**src/rtl/rst_seq_ctrl.sv**
```systemverilog
// Multi-channel reset sequencer: asynchronous assert, synchronised staggered release,
// masked software warm reset. Optional RST_CAUSE output enabled by macro RST_CAUSE_EN.
module rst_seq_ctrl #(
  parameter int NUM_STAGES = 2,
  parameter int NUM_CH     = 3,
  parameter int HOLDOFF    = 4,
  parameter int STAGGER    = 3,
  parameter int SW_HOLD    = 4
) (
  input  logic              CLK,
  input  logic              RST,
  input  logic              SW_RST_REQ,
  input  logic [NUM_CH-1:0] CH_MASK,
  output logic [NUM_CH-1:0] SYNC_RST,
  output logic              RST_DONE,
  output logic              BUSY
`ifdef RST_CAUSE_EN
  ,
  output logic [1:0]        RST_CAUSE
`endif
);

  localparam int MAX_A   = (HOLDOFF > STAGGER) ? HOLDOFF : STAGGER;
  localparam int MAX_CNT = (MAX_A > SW_HOLD) ? MAX_A : SW_HOLD;
  localparam int CNT_W   = (MAX_CNT > 0) ? $clog2(MAX_CNT + 1) : 1;
  localparam int IDX_W   = (NUM_CH > 1) ? $clog2(NUM_CH) : 1;

  localparam logic [CNT_W-1:0] HOLDOFF_M1 = CNT_W'(HOLDOFF - 1);
  localparam logic [CNT_W-1:0] STAGGER_M1 = CNT_W'(STAGGER - 1);
  localparam logic [CNT_W-1:0] SW_HOLD_M1 = CNT_W'(SW_HOLD - 1);

  typedef enum logic [2:0] {
    HOLD,
    HOLDOFF_WAIT,
    RELEASE,
    RUN,
    SW_ASSERT,
    SW_RELEASE
  } state_t;

  state_t                state;
  logic [NUM_STAGES-1:0] sync_chain;
  logic [CNT_W-1:0]      cnt;
  logic [IDX_W-1:0]      ch_idx;
  logic [NUM_CH-1:0]     mask_q;

  logic                  rst_s;
  logic                  rst_rise;
  logic                  fire;
  logic                  has_next;
  logic [IDX_W-1:0]      next_idx;
  logic [IDX_W-1:0]      first_idx;
  logic [NUM_CH-1:0]     scan_mask;

  assign rst_s    = sync_chain[NUM_STAGES-1];
  // The release decision is taken on the edge where rst_s itself goes high, so a
  // zero holdoff puts channel 0 out on exactly edge NUM_STAGES.
  assign rst_rise = sync_chain[NUM_STAGES-2] & ~rst_s;

  // NOTE: every variable gets a default before the case/loop so no latch is inferred.
  always_comb begin
    fire      = 1'b0;
    has_next  = 1'b0;
    next_idx  = '0;
    first_idx = '0;
    scan_mask = (state == SW_ASSERT || state == SW_RELEASE) ? mask_q : '1;
    case (state)
      HOLD:                                       fire = rst_rise && (HOLDOFF == 0);
      HOLDOFF_WAIT, RELEASE, SW_ASSERT, SW_RELEASE: fire = (cnt == '0);
      default:                                    fire = 1'b0;
    endcase
    // Descending scan leaves the lowest qualifying index in each result.
    for (int i = NUM_CH - 1; i >= 0; i--) begin
      if (scan_mask[i] && (IDX_W'(i) > ch_idx)) begin
        next_idx = IDX_W'(i);
        has_next = 1'b1;
      end
      if (CH_MASK[i]) first_idx = IDX_W'(i);
    end
  end

  // NOTE: sequential state uses non-blocking assignments only; blocking here would race.
  always_ff @(posedge CLK or negedge RST) begin
    if (!RST) begin
      state      <= HOLD;
      sync_chain <= '0;
      cnt        <= '0;
      ch_idx     <= '0;
      mask_q     <= '0;
      SYNC_RST   <= '0;
      RST_DONE   <= 1'b0;
      BUSY       <= 1'b1;
`ifdef RST_CAUSE_EN
      RST_CAUSE  <= 2'b01;
`endif
    end else begin
      sync_chain <= {sync_chain[NUM_STAGES-2:0], 1'b1};
      if (fire) begin
        SYNC_RST[ch_idx] <= 1'b1;
        if (has_next) begin
          ch_idx <= next_idx;
          cnt    <= STAGGER_M1;
          state  <= (state == SW_ASSERT || state == SW_RELEASE) ? SW_RELEASE : RELEASE;
        end else begin
          state    <= RUN;
          RST_DONE <= 1'b1;
          BUSY     <= 1'b0;
        end
      end else begin
        case (state)
          HOLD: begin
            if (rst_rise) begin
              state <= HOLDOFF_WAIT;
              cnt   <= HOLDOFF_M1;
            end
          end
          HOLDOFF_WAIT, RELEASE, SW_ASSERT, SW_RELEASE: cnt <= cnt - 1'b1;
          RUN: begin
            if (SW_RST_REQ && (|CH_MASK)) begin
              mask_q   <= CH_MASK;
              ch_idx   <= first_idx;
              cnt      <= SW_HOLD_M1;
              SYNC_RST <= SYNC_RST & ~CH_MASK;
              RST_DONE <= 1'b0;
              BUSY     <= 1'b1;
              state    <= SW_ASSERT;
`ifdef RST_CAUSE_EN
              RST_CAUSE <= 2'b10;
            end else if (SW_RST_REQ) begin
              RST_CAUSE <= 2'b00;
`endif
            end
          end
          default: state <= HOLD;
        endcase
      end
    end
  end

endmodule
```
**config.mk**
```make
export PLATFORM = sky130hd
export DESIGN_NAME = rst_seq_ctrl
export DESIGN_NICKNAME = d
export VERILOG_FILES = /design/src/rtl/rst_seq_ctrl.sv
export SDC_FILE = /design/constraint.sdc
export NUM_CORES = 1
export LEC_CHECK = 0
export ABC_AREA = 0
export CAP_MARGIN = 15
export CORE_MARGIN = 3
export CORE_UTILIZATION = 40
export DETAILED_ROUTE_END_ITERATION = 7
export DONT_BUFFER_PORTS = 1
export GPL_TIMING_DRIVEN = 0
export SETUP_SLACK_MARGIN = 0.2
export SYNTH_ARGS = -nofsm -noshare
export SYNTH_HDL_FRONTEND = slang
export SYNTH_SLANG_ARGS = --single-unit
```
**constraint.sdc**
```tcl
create_clock -name CLK -period 2.1 [get_ports CLK]
set_input_delay 0.42 -clock CLK [delete_from_list [all_inputs] [get_ports CLK]]
set_output_delay 0.42 -clock CLK [all_outputs]
set_load 0.01 [all_outputs]
```
==> results of run 1 <==
[cells in the mapped netlist (all sizes together), types with 2 or more instances]
| cell | number |
|---|---|
| a21oi | 4 |
| ha | 2 |
| a211oi | 2 |
| nor2 | 7 |
| dfrtp | 16 |
| nand2b | 5 |
| nand2 | 7 |
| o21ai | 3 |
| a32o | 2 |
| and2 | 2 |
| buf | 3 |
| a21o | 3 |
| a31oi | 4 |
| nor2b | 2 |
| o31a | 2 |
| nor3 | 3 |
| o211ai | 2 |
| inv | 5 |
[power breakdown]
part	internal, mW	switching [mW]	total, mW
registers	0.478	0.146	0.623
clock network	0.0739	0.104	0.178
logic	0.324	0.371	0.695
[stage by stage]
step / cells / cell area, µm² / utilization / hold slack, ns
after floorplan: 89 / 938 / - / 0.124
after detailed placement: 116 / 972 / 0.467 / 0.125
after global routing: 121 / 1010 / 0.484 / 0.188
after CTS: 121 / 1010 / 0.484 / 0.197
after global placement: 116 / 972 / 0.467 / 0.125
final: 121 / 1010 / 0.484 / 0.200
[metal layers]
layer,vias up,routed length (µm),track usage
met5,-,0,0
li1,330,-,-
met3,4,79,0.0381
met4,0,27,0.0747
met1,323,890,0.219
met2,10,778,0.209
[state kept, by name, indices dropped and copies added (netlist names)]
signal,count
state,3
RST_DONE,1
cnt,3
sync_chain,2
ch_idx,2
mask_q,2
BUSY,1
SYNC_RST,3
[path summary, 6_finish.rpt]
path,depth (start not counted),endpoint,slack [ns]
max reg2reg,6,ch_idx[0],0.43
min in group asynchronous,1,state[1],0.63
min,1,SYNC_RST[1],0.20
max in group asynchronous,1,cnt[2],1.01
max,6,ch_idx[0],0.43
min reg2reg,0,sync_chain[1],0.39
[final cells by class]
| class | count | area (µm²) |
|---|---|---|
| Fill cell | 206 | 1070 |
| Multi-Input combinational cell | 64 | 459 |
| Sequential cell | 17 | 427 |
| Buffer | 3 | 33.8 |
| Tap cell | 27 | 33.8 |
| Clock buffer | 4 | 26.3 |
| Inverter | 5 | 18.8 |
| Timing Repair Buffer | 1 | 10.0 |
[critical path: stages, from the launching register on]
cell      delay (ns)
dfrtp_1         0.37
inv_1           0.12
ha_1            0.23
nand2b_4        0.09
nor3_4          0.37
o211ai_2        0.15
a32o_1          0.25
[cells by family after synthesis]
family | Yosys count | synth area share
mux | 2 | 0.0227
simple gates | 30 | 0.201
compound gates | 29 | 0.235
other cells | 1 | 0.00400
buf+inv | 8 | 0.0560
flops | 17 | 0.455
fa+ha+maj | 2 | 0.0267
[what timing repair did]
item	CTS	global route
endpoints found under the hold margin	17	0
hold buffers	1	0
buffers inserted	0	0
==> out/metrics.yaml, run 1 <==
dp_slack_ns: 0.427
detail_route.first_pass.iterations: 4
synth_edf_count: 0
syn_area_um2: 938
final.setup.worst_slack_ns: 0.427
most-common-layout-cells: "16 x dfrtp_1, 7 x nor2_1, 7 x nand2_1, 5 x inv_1"
grt_start_max_net_pins: 18
ctsResizeCount: 0
synth_nets: 97
clock_skew_ns: 0.00410
wl_um: 1780
grt_overflow_total: 0
power.leakage_nw: 0.450
worstSetupStartpointType: "flop"
cts_sinks: 17
synth_cell_type_count: 39
min_from: "CH_MASK[1]"
irDropWorstVdd_v: 0.000707
syn_avg_cell_area_um2: 10.5
syn_inst: 89
async_flop_share: 1.00
clk_latency_ns: 0.29
antenna_cells: 0
nets: 103
antenna_found_initial: 0
htree_levels: 1
start_util: 0.451
vias: 667
yosysWarnings: 0
setup_viol: 0
end_kind: "flop"
outcome: "finished, final reports clean"
maxCapViolCount: 0
critical_path_arrival_ns: 1.86
syn_to_final_growth_pct: 7.47
drt_iter0_markers: 24
relSlewSlack: 0.503
critPathKind: "reg2reg"
crit_start: "cnt[0]"
hold_viol_final: 0
postRouteAntennaNets: 0
first_global_vias: 649
final.setup.tns_ns: 0
place_hpwl_um: 1350
slew_viol_final: 0
reg2reg_from: "cnt[0]"
wl_per_cell_um: 14.7
worstPathRequired_ns: 2.29
rsz0062_at_grt: "false"
grt_first_pass_wirelength_um: 3170
grt_usage: 0.152
final_common_cell: "dfrtp_1"
via_per_inst: 5.51
route.detailed.drc: 0
yosysTopAreaCellShare: 0.427
tritoncts: "built"
die_y_um: 54.4
p_per_area_mw_per_mm2: 1480
synth_flop_cell: "dfrtp_1"
cts-root-buf: "clkbuf_4"
ys_ff_latch: 17
synth_area_leaders: "dfrtp_1 43%, buf_6 3.6%, nor3_4 3.5%"
core-area_mm2: 0.00208
place.gp.congestion: 0.814
min_period_ns: 1.67
ys_seq_area_frac: 0.455
clock_path_buffers: 2
rows: 16
tightestPinTransition_ns: 0.744
drive_above_1_share: 0.160
totalPowerFinal_mw: 1.50
clk_pin_slew_ns: 0.10
fmax_mhz: 598
numCtsBuffers: 3
crit_fanout: 7
numPortBuffers: 0
min_path_type: "in2reg"
fin_crit_sh: 0.796
synth_top_area_cell: "dfrtp_1"
die_w_um: 54.4
dieArea_mm2: 0.00296
ioPinCount: 11
(Power assumes the default switching activity.)
==> run 2, diff against run 1 <==
==> constraint.sdc (replaced) <==
create_clock -name CLK -period 1.5 [get_ports CLK]
set_input_delay 0.3 -clock CLK [delete_from_list [all_inputs] [get_ports CLK]]
set_output_delay 0.3 -clock CLK [all_outputs]
set_load 0.01 [all_outputs]
==> run 2 against run 1 <==
- final cell count increased by 9.1%
- hold slack got worse by 0.13 ns
- non-clock buffer count increased by 11
- the flow now finishes with violations (setup timing)
- largest cell class unchanged
- first-iteration DRC count decreased by 46%
==> out/metrics.yaml, run 2 (synthesis results as in run 1) <==
ioPinCount: 11
design_area_mm2: 0.00121
place_hpwl_um: 1350
grt_start_max_net_pins: 18
setup_viol: 5
irDropWorstVdd_v: 0.00108
start_util: 0.451
cts-root-buf: "clkbuf_4"
worstSetupStartpointType: "flop"
final.setup.worst_slack_ns: -0.0467
tritoncts: "built"
clock_skew_ns: 0.000734
rows: 16
min_path_type: "in2reg"
place_area_um2: 995
slew_viol_final: 0
grt_overflow_total: 0
crit_slowest_cell: "dfrtp_1"
relSlewSlack: 0.481
die_w_um: 54.4
p_sw_mw: 1.06
first_global_vias: 714
p_int_mw: 1.49
tightestPinTransition_ns: 0.775
worstPathRequired_ns: 1.68
htree_levels: 1
antenna_cells: 0
route.detailed.drc: 0
clk_latency_ns: 0.28
final_common_cell: "dfrtp_1"
totalPowerFinal_mw: 2.55
antenna_found_initial: 0
grt_first_pass_wirelength_um: 3290
numCtsBuffers: 3
clk_pin_slew_ns: 0.10
busiest_layer: "met2"
most-common-layout-cells: "16 x dfrtp_1, 10 x buf_4, 6 x nor2_1"
final.setup.tns_ns: -0.102
dieArea_mm2: 0.00296
critical_path_arrival_ns: 1.73
grt_usage: 0.158
rsz0062_at_grt: "true"
outcome: "finished with violations"
nets: 114
crit_buf_inv: 1
seq_power_share: 0.356
violations: "setup timing"
grtUsageMet2: 0.227
fillers: 175
wl_um: 2030
drt_iter0_markers: 13
fmax_mhz: 647
syn_to_final_growth_pct: 28.7
place.gp.congestion: 0.806
fin_crit_sh: 1.03
grt.met1_usage: 0.221
cp_cell_sequence: "buf_6, o21a_4, nor3_4, o211ai_2, a32o_1"
clock_path_buffers: 2
hold_viol_final: 0
top_regs: "SYNC_RST: 3 flops, cnt: 3 flops, state: 3 flops"
wl_per_cell_um: 15.3
clkPwrFrac: 0.094
numPortBuffers: 0
postRouteAntennaNets: 0
vias: 733
maxCapViolCount: 0
die_y_um: 54.4
critPathKind: "reg2reg"
crit_family: "compound AO/OA/AOI/OAI gates"
crit_fanout: 4
sw_frac_of_total: 0.416
min_period_ns: 1.55
end_kind: "flop"
cts_sinks: 17
core-area_mm2: 0.00208
drive_above_1_share: 0.419
via_per_inst: 5.55
dp_slack_ns: -0.122
combPwrFrac: 0.549
power.leakage_nw: 0.522
p_per_area_mw_per_mm2: 2110
grtUsageMet3: 0.0354
cp_slowest_stage_delay_ns: 0.39
detail_route.first_pass.iterations: 4
run 2: repair_timing:
item | CTS | global route
gates cloned | 0 | 0
pin swaps | 11 | 10
endpoints found under the setup margin | 14 | 13
hold endpoints to repair | 17 | 0
hold buffers | 1 | 0
setup buffers | 10 | 1
gates resized for setup | 6 | 11
run 2: worst reg2reg max path, delay by kind of cell (launching register included):
kind | cells | cell delay (ns)
AO/OA/AOI/OAI | 3 | 0.62
AND/OR/NAND/NOR | 1 | 0.31
buffers and inverters | 1 | 0.13
flip-flops | 1 | 0.39
run 2: layout make-up:
type	instances	area, µm²	area share
Multi-Input combinational cell	64	572	0.474
Sequential cell	17	427	0.353
Timing Repair Buffer	12	96.3	0.0798
Buffer	3	33.8	0.0280
Tap cell	27	33.8	0.0280
Clock buffer	4	26.3	0.0218
Inverter	5	18.8	0.0155
run 2: final timing paths:
path	start	end	slack (ns)	cells past startpoint
max in group asynchronous	RST	RST_DONE	0.49	1
hold reg to reg	sync_chain[0]	sync_chain[1]	0.39	0
hold / removal	CH_MASK[1]	SYNC_RST[1]	0.07	1
setup / recovery	state[0]	ch_idx[0]	-0.05	5
min in group asynchronous	RST	state[0]	0.53	1
setup reg to reg	state[0]	ch_idx[0]	-0.05	5
run 2: routing by layer:
metal / wire length, µm / share of wire
met5: 0 / 0
met1: 944 / 0.47
met2: 983 / 0.49
met4: 10 / 0.0049
met3: 88 / 0.043
run 2: per-stage QoR:
| step | util | std cells | hold slack, ns |
|---|---|---|---|
| finish | 0.580 | 132 | 0.0741 |
| global placement | 0.478 | 116 | 0.00502 |
| floorplan | - | 89 | 0.00441 |
| detailed placement | 0.478 | 116 | 0.00490 |
| global route | 0.580 | 132 | 0.0570 |
| CTS | 0.543 | 131 | 0.0804 |
run 2: power by group through the flow:
stage	sequential, mW	combinational (mW)	clock, mW
4_1_cts	0.878	1.22	0.252
6_report	0.908	1.40	0.240
5_1_grt	0.936	1.54	0.272
3_3_place_gp	0.886	0.983	0
2_1_floorplan	0.843	0.859	0
3_5_place_dp	0.893	1.01	0
==> run 3, diff against run 2 <==
--- a/config.mk
+++ b/config.mk
@@ -12,6 +12,7 @@
 export DETAILED_ROUTE_END_ITERATION = 7
 export DONT_BUFFER_PORTS = 1
 export GPL_TIMING_DRIVEN = 0
+export REMOVE_ABC_BUFFERS = 1
 export SETUP_SLACK_MARGIN = 0.2
 export SYNTH_ARGS = -nofsm -noshare
 export SYNTH_HDL_FRONTEND = slang
==> run 3 against run 2 <==
- the flow still finishes with violations (setup timing)
- register-to-register slack better by 0.03 ns
- first-iteration DRC count grew 38%
- final cell count rose by 3.0%
- global-route usage is 1.2 points higher
- count of clock-buffer cells in the layout stayed put
- maximum frequency increased by 1.8%
- non-clock buffer count rose by 4
- total power grew 0.39%
- wire length up 7.2%
- core utilization up 0.24 points
==> out/metrics.yaml, run 3 (synthesis results as in run 1) <==
violations: "setup timing"
relSlewSlack: 0.498
wl_um: 2170
place.gp.congestion: 0.779
hold_depth: 1
core-area_mm2: 0.00208
htree_levels: 1
min_path_type: "in2reg"
via_per_inst: 5.56
grt_usage: 0.170
power.leakage_nw: 0.539
reg2reg_slack_ns: -0.02
antenna_found_initial: 0
die_y_um: 54.4
wl_per_cell_um: 16.0
maxCapViolCount: 0
cts-root-buf: "clkbuf_4"
cts_sinks: 17
detail_route.first_pass.iterations: 4
first_global_vias: 778
numPortBuffers: 0
drt_iter0_markers: 18
route.detailed.drc: 0
reg2reg_from: "state[2]"
worstRegToRegCells: 5
rows: 16
clock_path_buffers: 2
slew_viol_final: 0
start_util: 0.451
whs_ns: 0.0749
hold_viol_final: 0
outcome: "finished with violations"
ioPinCount: 11
postRouteAntennaNets: 0
critPathKind: "reg2reg"
drive_above_1_share: 0.440
final_common_cell: "dfrtp_1"
top_regs: "SYNC_RST: 3 flops, cnt: 3 flops, state: 3 flops"
syn_to_final_growth_pct: 29.2
tightestPinTransition_ns: 0.751
crit_start: "state[2]"
clk_pin_slew_ns: 0.10
final.setup.worst_slack_ns: -0.0197
numCtsBuffers: 3
vias: 756
fin_crit_sh: 1.01
critical_path_arrival_ns: 1.71
crit_end: "ch_idx[0]"
setup_viol: 2
crit_fanout: 6
min_period_ns: 1.52
tritoncts: "built"
die_w_um: 54.4
clock_skew_ns: 0.000718
p_per_area_mw_per_mm2: 2110
irDropWorstVdd_v: 0.00102
most-common-layout-cells: "13 x dfrtp_1, 11 x buf_4, 6 x nand2_1, 6 x buf_6, 5 x nor2_1"
fmax_mhz: 658
antenna_cells: 0
fillers: 177
place_hpwl_um: 1250
dieArea_mm2: 0.00296
r2r-end: "ch_idx[0]"
end_kind: "flop"
clk_latency_ns: 0.30
worstSetupStartpointType: "flop"
dp_slack_ns: -0.147
rsz0062_at_grt: "true"
nets: 118
grt_start_max_net_pins: 18
grt_overflow_total: 0
grt_first_pass_wirelength_um: 3580
worstPathRequired_ns: 1.69
-- run 3: changes by cell type in the layout (fill, tap and decap cells not counted), sizes merged --
cell  change
buf       +4
-- run 3: metal layers --
layer	track usage	routed length [µm]	vias to the layer above
li1	-	-	363
met1	0.237	1010	375
met2	0.253	1040	15
met3	0.0381	92	3
met4	0.0705	29	0
met5	0	0	-
-- run 3: final cells by class --
type / count / area, µm² / area share
repair buffers: 19 / 165 / 0.136
inverters: 5 / 18.8 / 0.0155
multi-input cells: 64 / 538 / 0.444
flip-flops and latches: 17 / 430 / 0.355
clock buffers: 4 / 26.3 / 0.0217
well taps: 27 / 33.8 / 0.0279
-- run 3: how the worst min path moves through the flow --
stage	end	from	slack, ns
floorplan	RST_DONE	RST	0.004
global placement	cnt[2]	RST	0.005
detailed placement	cnt[2]	RST	0.005
CTS	SYNC_RST[1]	CH_MASK[1]	0.08
global route	SYNC_RST[1]	CH_MASK[1]	0.07
finish	SYNC_RST[1]	CH_MASK[1]	0.07
-- run 3: timing repair --
item / CTS / global route
buffers inserted: 15 / 2
hold endpoints to repair: 17 / 0
resized for setup: 23 / 7
endpoints found under the setup margin: 14 / 15
cloned: 1 / 0
pin swaps: 9 / 9
hold buffers: 1 / 0
-- run 3: through the flow --
stage	util	setup TNS (ns)	cell area, µm²	total power [mW]	instances
after CTS	0.561	0	1170	2.41	134
after global routing	0.582	-0.402	1210	2.74	136
after floorplan	-	0	905	1.57	86
after global placement	0.451	-0.424	938	1.73	113
final	0.582	-0.0230	1210	2.56	136
after detailed placement	0.451	-0.455	938	1.75	113
-- run 3: report_power, final --
part | switching, mW | total (mW) | internal (mW) | leakage, nW
combinational | 0.654 | 1.38 | 0.728 | 0.328
clock | 0.148 | 0.251 | 0.104 | 0.0150
sequential | 0.250 | 0.926 | 0.676 | 0.196
-- run 3: critical path: stages (launching register included) --
cell and delay, ns:
dfrtp_2 0.48, buf_4 0.16, and3b_2 0.28, nand2_4 0.09, a22o_1 0.20, a32o_1 0.22
